## src/rtl/turn_countdown_timer.sv

```systemverilog
// Per-turn countdown timer: reloads to TURN_SECONDS on start and steps down once per second.
// It flags each decrement (tick), the final one (timeout) and the low-time warning window.
module turn_countdown_timer #(
  parameter int CYCLES_PER_SEC = 50_000_000,
  parameter int TURN_SECONDS   = 10,
  parameter int LOW_THRESHOLD  = 3
) (
  input  logic       clk,
  input  logic       rst,
  input  logic       start,
  input  logic       pause,
  input  logic       clear,
  output logic [3:0] seconds,
  output logic       running,
  output logic       tick,
  output logic       timeout,
  output logic       low_time
);

  localparam int              PW       = (CYCLES_PER_SEC > 1) ? $clog2(CYCLES_PER_SEC) : 1;
  localparam logic [PW-1:0]   PRE_LAST = PW'(CYCLES_PER_SEC - 1);
  localparam logic [3:0]      RELOAD   = 4'(TURN_SECONDS);
  localparam logic [3:0]      LOW_LIM  = 4'(LOW_THRESHOLD);

  typedef enum logic [1:0] {IDLE, RUN, PAUSED, EXPIRED} state_t;

  state_t        state_q, state_d;
  logic [PW-1:0] pre_q, pre_d;
  logic [3:0]    sec_q, sec_d;
  logic          tick_q, tick_d;
  logic          tmo_q, tmo_d;
  logic          count_en;

  always_ff @(posedge clk or negedge rst) begin
    if (!rst) begin
      state_q <= IDLE;
      pre_q   <= '0;
      sec_q   <= RELOAD;
      tick_q  <= 1'b0;
      tmo_q   <= 1'b0;
    end else begin
      state_q <= state_d;
      pre_q   <= pre_d;
      sec_q   <= sec_d;
      tick_q  <= tick_d;
      tmo_q   <= tmo_d;
    end
  end

  always_comb begin
    state_d  = state_q;
    pre_d    = pre_q;
    sec_d    = sec_q;
    tick_d   = 1'b0;
    tmo_d    = 1'b0;
    count_en = 1'b0;
    if (clear) begin
      state_d = IDLE;
      sec_d   = RELOAD;
      pre_d   = '0;
    end else if (start) begin
      state_d = RUN;
      sec_d   = RELOAD;
      pre_d   = '0;
    end else begin
      unique case (state_q)
        IDLE:    sec_d = RELOAD;
        RUN:     if (pause) state_d = PAUSED;
                 else       count_en = 1'b1;
        // The release cycle counts so a pause costs exactly as many cycles as it was held.
        PAUSED:  if (!pause) begin
                   state_d  = RUN;
                   count_en = 1'b1;
                 end
        EXPIRED: sec_d = '0;
        default: state_d = IDLE;
      endcase
      if (count_en) begin
        if (pre_q == PRE_LAST) begin
          pre_d  = '0;
          tick_d = 1'b1;
          if (sec_q <= 4'd1) begin
            sec_d   = '0;
            tmo_d   = 1'b1;
            state_d = EXPIRED;
          end else begin
            sec_d = sec_q - 4'd1;
          end
        end else begin
          pre_d = pre_q + 1'b1;
        end
      end
    end
  end

  assign seconds  = sec_q;
  assign running  = (state_q == RUN);
  assign tick     = tick_q;
  assign timeout  = tmo_q;
  assign low_time = (state_q == RUN) && (sec_q <= LOW_LIM);

endmodule

```

## config.mk

```make
export PLATFORM = sky130hd
export DESIGN_NAME = turn_countdown_timer
export DESIGN_NICKNAME = d
export VERILOG_FILES = /design/src/rtl/turn_countdown_timer.sv
export SDC_FILE = /design/constraint.sdc
export NUM_CORES = 1
export LEC_CHECK = 0
export BUFFER_PORTS_ARGS = -buffer_cell sky130_fd_sc_hd__buf_2
export CAP_MARGIN = 10
export CORE_MARGIN = 2
export CORE_UTILIZATION = 59
export CTS_CLUSTER_SIZE = 28
export DETAILED_ROUTE_END_ITERATION = 8
export PLACE_DENSITY = 0.78
export SLEW_MARGIN = 25
export SYNTH_ARGS = -nofsm -noshare
export SYNTH_HDL_FRONTEND = slang
export SYNTH_SLANG_ARGS = --single-unit
export TNS_END_PERCENT = 5
```

## constraint.sdc

```tcl
create_clock -name clk -period 3.2 [get_ports clk]
set_clock_uncertainty 0.15 [all_clocks]
set_input_delay 0.32 -clock clk [delete_from_list [all_inputs] [get_ports clk]]
set_output_delay 0.32 -clock clk [all_outputs]
set_load 0.02 [all_outputs]
```

Yosys cells after proc, flatten, opt, wreduce, memory -nomap -nowiden

Index checks and enable logic that the tools add are counted.

Flip-flop bits (word level): 34
Input bits: 5
Output and inout port bits: 8
Word-level logic and storage cells: 48

Add/sub/neg operators: 2
Magnitude comparators: 2
Eq/ne operators: 4
Muxes and demuxes: 31
Reductions and logical operators: 4

Operators with widths:

| cell                    | number |
|---|---|
| $mux W26                | 4 |
| $add A26 B1 Y26 const B | 1 |
| $eq A26 B26 Y1 const B  | 1 |
| $mux W4                 | 5 |
| $mux W2                 | 7 |
| $mux W1                 | 13 |
| $pmux W4 S2             | 1 |
| $eq A2 B2 Y1 const B    | 2 |
| $le A4 B1 Y1 const B    | 1 |
| $le A4 B2 Y1 const B    | 1 |
| $pmux W2 S2             | 1 |
| $sub A4 B1 Y4 const B   | 1 |
| $reduce_bool A3 Y1      | 1 |
| $eq A2 B1 Y1 const B    | 1 |
| $logic_not A2 Y1        | 1 |
| $reduce_or A2 Y1        | 1 |
| $logic_and A1 B1 Y1     | 1 |

Logic depth before layout (Yosys ltp)

Gate-level depths: netlist of run 1.

Word-level depth: 8
Depth in mapped cells: 11
Depth with buffers taken out: 7

Worst setup path before layout of run 1

Ideal clock, no wire load.

Kind: reg2reg
From: reg state_q[0]
To: reg sec_q[2] (netlist: seconds[2])
Setup time: 0.078 ns
Data arrival time: 2.005 ns
Data required time: 2.972 ns
Setup slack: 0.967 ns
Stages on the path, launching flop included: 11
Period minus slack after synthesis: 2.233 ns
Path through: dfrtp_1 > inv_1 > ha_1 > buf_4 > and2b_1 > buf_4 > and4_1 > buf_4 > nand3_4 > or4_1 > a21oi_1

Cells in the longest elaborated chain, start to end: 8
Elaborated cells on any way between the ends: 13
Classes of those cells: eq/ne (3); mux (8); reduce/logical (2)

RTL lines:

| element                                      | line | source |
|---|---|---|
| from (decl)                                  | 27   | `state_t state_q, state_d;` |
| from (signal assigned)                       | 42   | `state_q <= state_d;` |
| $eq A2 B1 Y1 or $eq A2 B2 Y1 (tied branches) | 66   | `unique case (state_q)` |
| $reduce_or A2 Y1 (no line)                   | n/a  |  |
| $mux W1                                      | n/a  |  |
| $mux W1                                      | 61   | `end else if (start) begin` |
| $mux W1                                      | 57   | `if (clear) begin` |
| $mux W4 (*)                                  | 78   | `if (count_en) begin` |
| $mux W4 (*)                                  | 61   |  |
| $mux W4 (*)                                  | 57   |  |
| net sec_d[2]                                 | 29   | `logic [3:0] sec_q, sec_d;` |
| to (signal assigned)                         | 38   | `sec_q <= RELOAD;` |
| to (signal assigned)                         | 44   | `sec_q <= sec_d;` |
| to (decl)                                    | 29   |  |

Mark *: on every way through the listed nets, which the timed path passes. The rest lies on a longest branch. The select of a mux whose other input is x is not followed.
A chain may end at the register's enable or synchronous reset.

Worst setup path in the final report of run 1

Ends and elaborated chain as after synthesis.

==> impl_metrics.ini, run 1 <==
[outcome]
status = finished, final reports clean

[yosys]
synth_edf_count = 0
synthCells = 203
ys.flop_type = dfrtp_1
synth_area_mm2 = 0.00192
syn_nets = 214
ys_seq_elements = 34
ys.warnings.count = 0
synth_cell_type_count = 41
avgSynthCellArea_um2 = 9.47
synth-seq-area-share_pct = 44.4
postSynth.asyncResetShare_pct = 100

[worst_hold_path]
hold_class = in2reg
min_path_cells = 3

[drt]
drc = 0
wirelength_mm = 3.74
antenna_left = 0
drt_first_pass_iters = 4
avgViaCountPerCell = 5.80
vias = 1526
drt_iter0_drc = 108
wl_per_cell_um = 14.2

[floorplan]
start_util_pct = 62.5
dieHeight_um = 61.1
row_count = 20
coreArea_mm2 = 0.00308
ios = 13
die_area_mm2 = 0.00373
die_x_um = 61.1

[placed_design]
gp_congestion = 0.815
dp_hpwl_mm = 2.57
io_buffers = 12
place_inst = 253

[setup_path]
start_kind = flop
r2r_slack_ps = 590
cp.arrival_ps = 2730
cp-end-kind = flop
critPathKind = reg2reg
reg2reg_depth = 7
worstPathMaxFanout = 9
worst_ep_required_time_ps = 3320

[timing]
tightest_slew_ps = 743
rsz0062_at_grt = no
fin_crit_ps = 2610
setup_viol = 0
slew_violations = 0
tns_ps = 0
hold_viol_final = 0
finalCritPeriodShare_pct = 81.4
relSlewSlack_pct = 50.5
fmax_mhz = 384

[layout]
insertedDiodeCount = 0
final_common_cell = nor2_1
final_cell_mix = nor2_1 (33), dfrtp_1 (32), nand2_1 (18), xnor2_1 (15), buf_2 (12)
drive_gt1_share_pct = 13.2
fin_cells = 263
fin_nets = 229
area_growth_syn_to_layout_pct = 8.13

[clock_tree]
cts_tree = built
clk_pin_slew_worst_paths_ps = 110
cts-resized-gates = 0
clkSinkCount = 34
cts-root-buf = clkbuf_4
h-tree-depth = 2
ctsLongestPathBuffers = 2
clk_latency_ps = 340
cts_buffers = 5
post_cts_buffers = 0
cts_hold_buf = 2

[pwr]
p_per_area_mw_per_mm2 = 355
leakagePower_nw = 0.850
peakVddDrop_mv = 0.217

[global_route]
globalRouteTotalUtil_pct = 22.7
grt_pass1_vias = 1376
grt_max_degree = 35
grt.overflow.total = 0
grt_first_pass_wirelength_mm = 6.20
antenna_found_initial = 0

[flow_run]
drv_cap = 0
## per-stage QoR
stage | util (%) | worst slack (ps) | hold slack, ps | cell area, µm² | power, mW
after floorplan | - | 967 | -126 | 1920 | 0.477
after global placement | 65.0 | 817 | 269 | 2000 | 0.492
after detailed placement | 65.0 | 658 | 284 | 2000 | 0.495
after CTS | 67.6 | 633 | 88.3 | 2080 | 0.749
after global routing | 67.6 | 485 | 110 | 2080 | 0.771
final | 67.6 | 594 | 116 | 2080 | 0.738
## critical path: stages, from the launching register on
cell and delay [ps]:
dfrtp_1 410, inv_1 80, ha_1 430, and2b_1 340, and4_1 370, nand3_4 150
or4_1 450, a21oi_1 160
## sequential cells by signal (all words and copies together), names as in the netlist
signal and flops:
pre_q 26, timeout 1, seconds 4, state_q 2
tick 1
## cell type report
class	count	area (µm²)
inverters	9	33.8
fillers	248	998
flip-flops and latches	34	853
multi-input cells	154	997
clock inverters	1	5.00
repair buffers	14	80.1
well taps	44	55.1
clock buffers	7	55.1
## cell families after synthesis
family / count (synthesis) / share of synthesized area, %
and+or+nand+nor: 101 / 28.2
DFF: 34 / 44.4
xor gates and xnor gates: 22 / 10.0
AOI/OAI and AO/OA: 21 / 7.42
buffers and inverters: 15 / 3.77
adders and majority gates: 6 / 3.90
muxes: 4 / 2.28
## metal layers
metal	track usage, %	up-vias	part of all wire (%)
li1	-	744	-
met1	27.1	728	46
met2	38.8	41	47
met3	5.88	13	4.2
met4	9.94	0	2.4
met5	0	-	0
## power by group
part	switching [mW]	internal, mW
registers	0.00301	0.433
clock network	0.143	0.106
logic	0.0348	0.0176
## path summary, 6_finish.rpt
kind | startpoint | end
min reg2reg | pre_q[1]$_DFFE_PN0P_ | pre_q[1]$_DFFE_PN0P_
max in group asynchronous | rst | pre_q[21]$_DFFE_PN0P_
min in group asynchronous | rst | pre_q[0]$_DFFE_PN0P_
max | state_q[0]$_DFF_PN0_ | seconds[2]$_DFF_PN0_
max reg2reg | state_q[0]$_DFF_PN0_ | seconds[2]$_DFF_PN0_
min | start | seconds[3]$_DFF_PN1_
## cell usage after synthesis (6+ instances only)
master   count  area (µm²)
nand3_1      6        30.0
xor2_1       7        61.3
nand2_1     18        67.6
xnor2_1     15         131
dfrtp_1     32         801
inv_1        9        33.8
nor4_1       6        37.5
nor2_1      33         124
nand4_1      8        50.1
ha_1         6        75.1
and4_1       7        61.3
Power figures use the tool's default switching activity.
==> run 2: changes to the inputs <==
==> constraint.sdc (replaced) <==
create_clock -name clk -period 2.6 [get_ports clk]
set_clock_uncertainty 0.15 [all_clocks]
set_input_delay 0.26 -clock clk [delete_from_list [all_inputs] [get_ports clk]]
set_output_delay 0.26 -clock clk [all_outputs]
set_load 0.02 [all_outputs]
==> run 2 against run 1 <==
Against the previous run: final cell count increased by 0.38%; first-iteration DRC count increased by 8.3%; final area about the same; utilization about the same; clock power increased by 10%; critical endpoint unchanged; largest cell class unchanged.
==> impl_metrics.ini, run 2 (same netlist as run 1, synthesis figures left out) <==
[outcome]
status = finished, final reports clean

[timing]
fin_crit_ps = 2380
rsz0062_at_grt = no
finalCritPeriodShare_pct = 91.7
fin_hold_ws_ps = 43.0
setup_viol = 0
fmax_mhz = 420
relSlewSlack_pct = 50.2
tightest_slew_ps = 747
tns_ps = 0
hold_viol_final = 0
slew_violations = 0

[layout]
final_common_cell = nor2_1
largest_register_ff_count = 26
area_growth_syn_to_layout_pct = 8.07
drive_gt1_share_pct = 13.6
fin_nets = 230
max_flop_register = pre_q
final_cell_mix = nor2_1 (33), dfrtp_1 (32), nand2_1 (18), xnor2_1 (15), buf_2 (12)
insertedDiodeCount = 0

[setup_path]
crit_end = seconds[2]$_DFF_PN0_
crit_chain = inv_1, ha_1, and2b_1, and4_1, nand3_4, or4_1, a21oi_1
critPathKind = reg2reg
max_stage_delay_ps = 430
worst_ep_required_time_ps = 2710
critPathLaunch = state_q[0]$_DFF_PN0_
cp.arrival_ps = 2500
rr_startpoint = state_q[0]$_DFF_PN0_
reg2reg_depth = 7
start_kind = flop
critPathSlowestCell = ha_1
cp-end-kind = flop
r2r-end = seconds[2]$_DFF_PN0_
r2r_slack_ps = 220
worstPathMaxFanout = 8

[global_route]
grt_max_degree = 35
globalRouteTotalUtil_pct = 22.3
grt.overflow.total = 0
grt_pass1_vias = 1346
grt_first_pass_wirelength_mm = 6.09
antenna_found_initial = 0

[drt]
route.layer.met1.wl_mm = 1.71
vias = 1539
drt_first_pass_iters = 5
maxUsedRoutingLayer = met4
wl_met2_mm = 1.71
wl_met3_um = 161
antenna_left = 0
drc = 0
wirelength_mm = 3.67
drt_iter0_drc = 117
wl_per_cell_um = 13.9
avgViaCountPerCell = 5.83

[clock_tree]
cts-root-buf = clkbuf_4
ctsLongestPathBuffers = 2
cts-resized-gates = 0
cts_tree = built
h-tree-depth = 2
clk_pin_slew_worst_paths_ps = 110
clk_latency_ps = 340
clkSinkCount = 34
cts_buffers = 5

[floorplan]
dieHeight_um = 61.1
start_util_pct = 62.5
die_x_um = 61.1
coreArea_mm2 = 0.00308
row_count = 20
ios = 13
die_area_mm2 = 0.00373

[worst_hold_path]
hold_start = pause
hold_class = in2reg

[pwr]
peakVddDrop_mv = 0.263
leakagePower_nw = 0.852
p_per_area_mw_per_mm2 = 422

[placed_design]
dp_hpwl_mm = 2.54
io_buffers = 12
gp_congestion = 0.833

[flow_run]
drv_cap = 0
run 2: changes by cell type in the layout (fill, tap and decap cells not counted):
cell / change
clkinv_2: +1
buf_4: +1
clkbuf_8: -1
run 2: cell type report:
cell class | count | area (µm²)
clock buffer | 6 | 41.3
clock inverter | 2 | 10.0
sequential | 34 | 853
tap | 44 | 55.1
multi-input combinational | 154 | 997
inverter | 9 | 33.8
fill | 258 | 1000
timing repair buffer | 15 | 87.6
run 2: per-stage QoR:
stage	instance area (µm²)	power [mW]	utilization, %	setup slack (ps)	std cells
floorplan	1920	0.587	-	367	203
global placement	2010	0.608	65.2	320	254
detailed placement	2010	0.610	65.2	259	254
CTS	2080	0.888	67.5	221	264
global route	2080	0.921	67.5	62.0	264
finish	2080	0.877	67.5	217	264
run 2: how the worst min path moves through the flow:
stage / endpoint / slack [ps] / depth (start not counted)
after floorplan: pre_q[0]$_DFFE_PN0P_ / -190 / 0
after global placement: pre_q[21]$_DFFE_PN0P_ / 210 / 1
after detailed placement: pre_q[15]$_DFFE_PN0P_ / 220 / 1
after CTS: state_q[1]$_DFF_PN0_ / 20 / 3
after global routing: state_q[1]$_DFF_PN0_ / 50 / 3
final: state_q[1]$_DFF_PN0_ / 40 / 3
run 2: layer usage:
layer | vias up | GRT usage, %
met5 | - | 0
met4 | 0 | 10.2
met3 | 9 | 5.67
met2 | 50 | 34.0
met1 | 736 | 29.9
li1 | 744 | -
run 2: power breakdown:
| group | switching (mW) | internal, mW |
|---|---|---|
| Combinational | 0.0426 | 0.0228 |
| Sequential | 0.00372 | 0.533 |
| Clock | 0.172 | 0.103 |
| Total | 0.219 | 0.658 |
run 2: repair_timing:
action	CTS	global route
hold buffers	2	0
hold endpoints to repair	33	0
buffers inserted	0	0
run 2: critical path, delay by kind of cell (launching register included):
family,cells,cell delay [ps]
AO/OA/AOI/OAI,1,150
AND/OR/NAND/NOR,4,1090
adder cells (fa/ha/maj),1,430
buffers and inverters,1,80
flip-flops,1,410
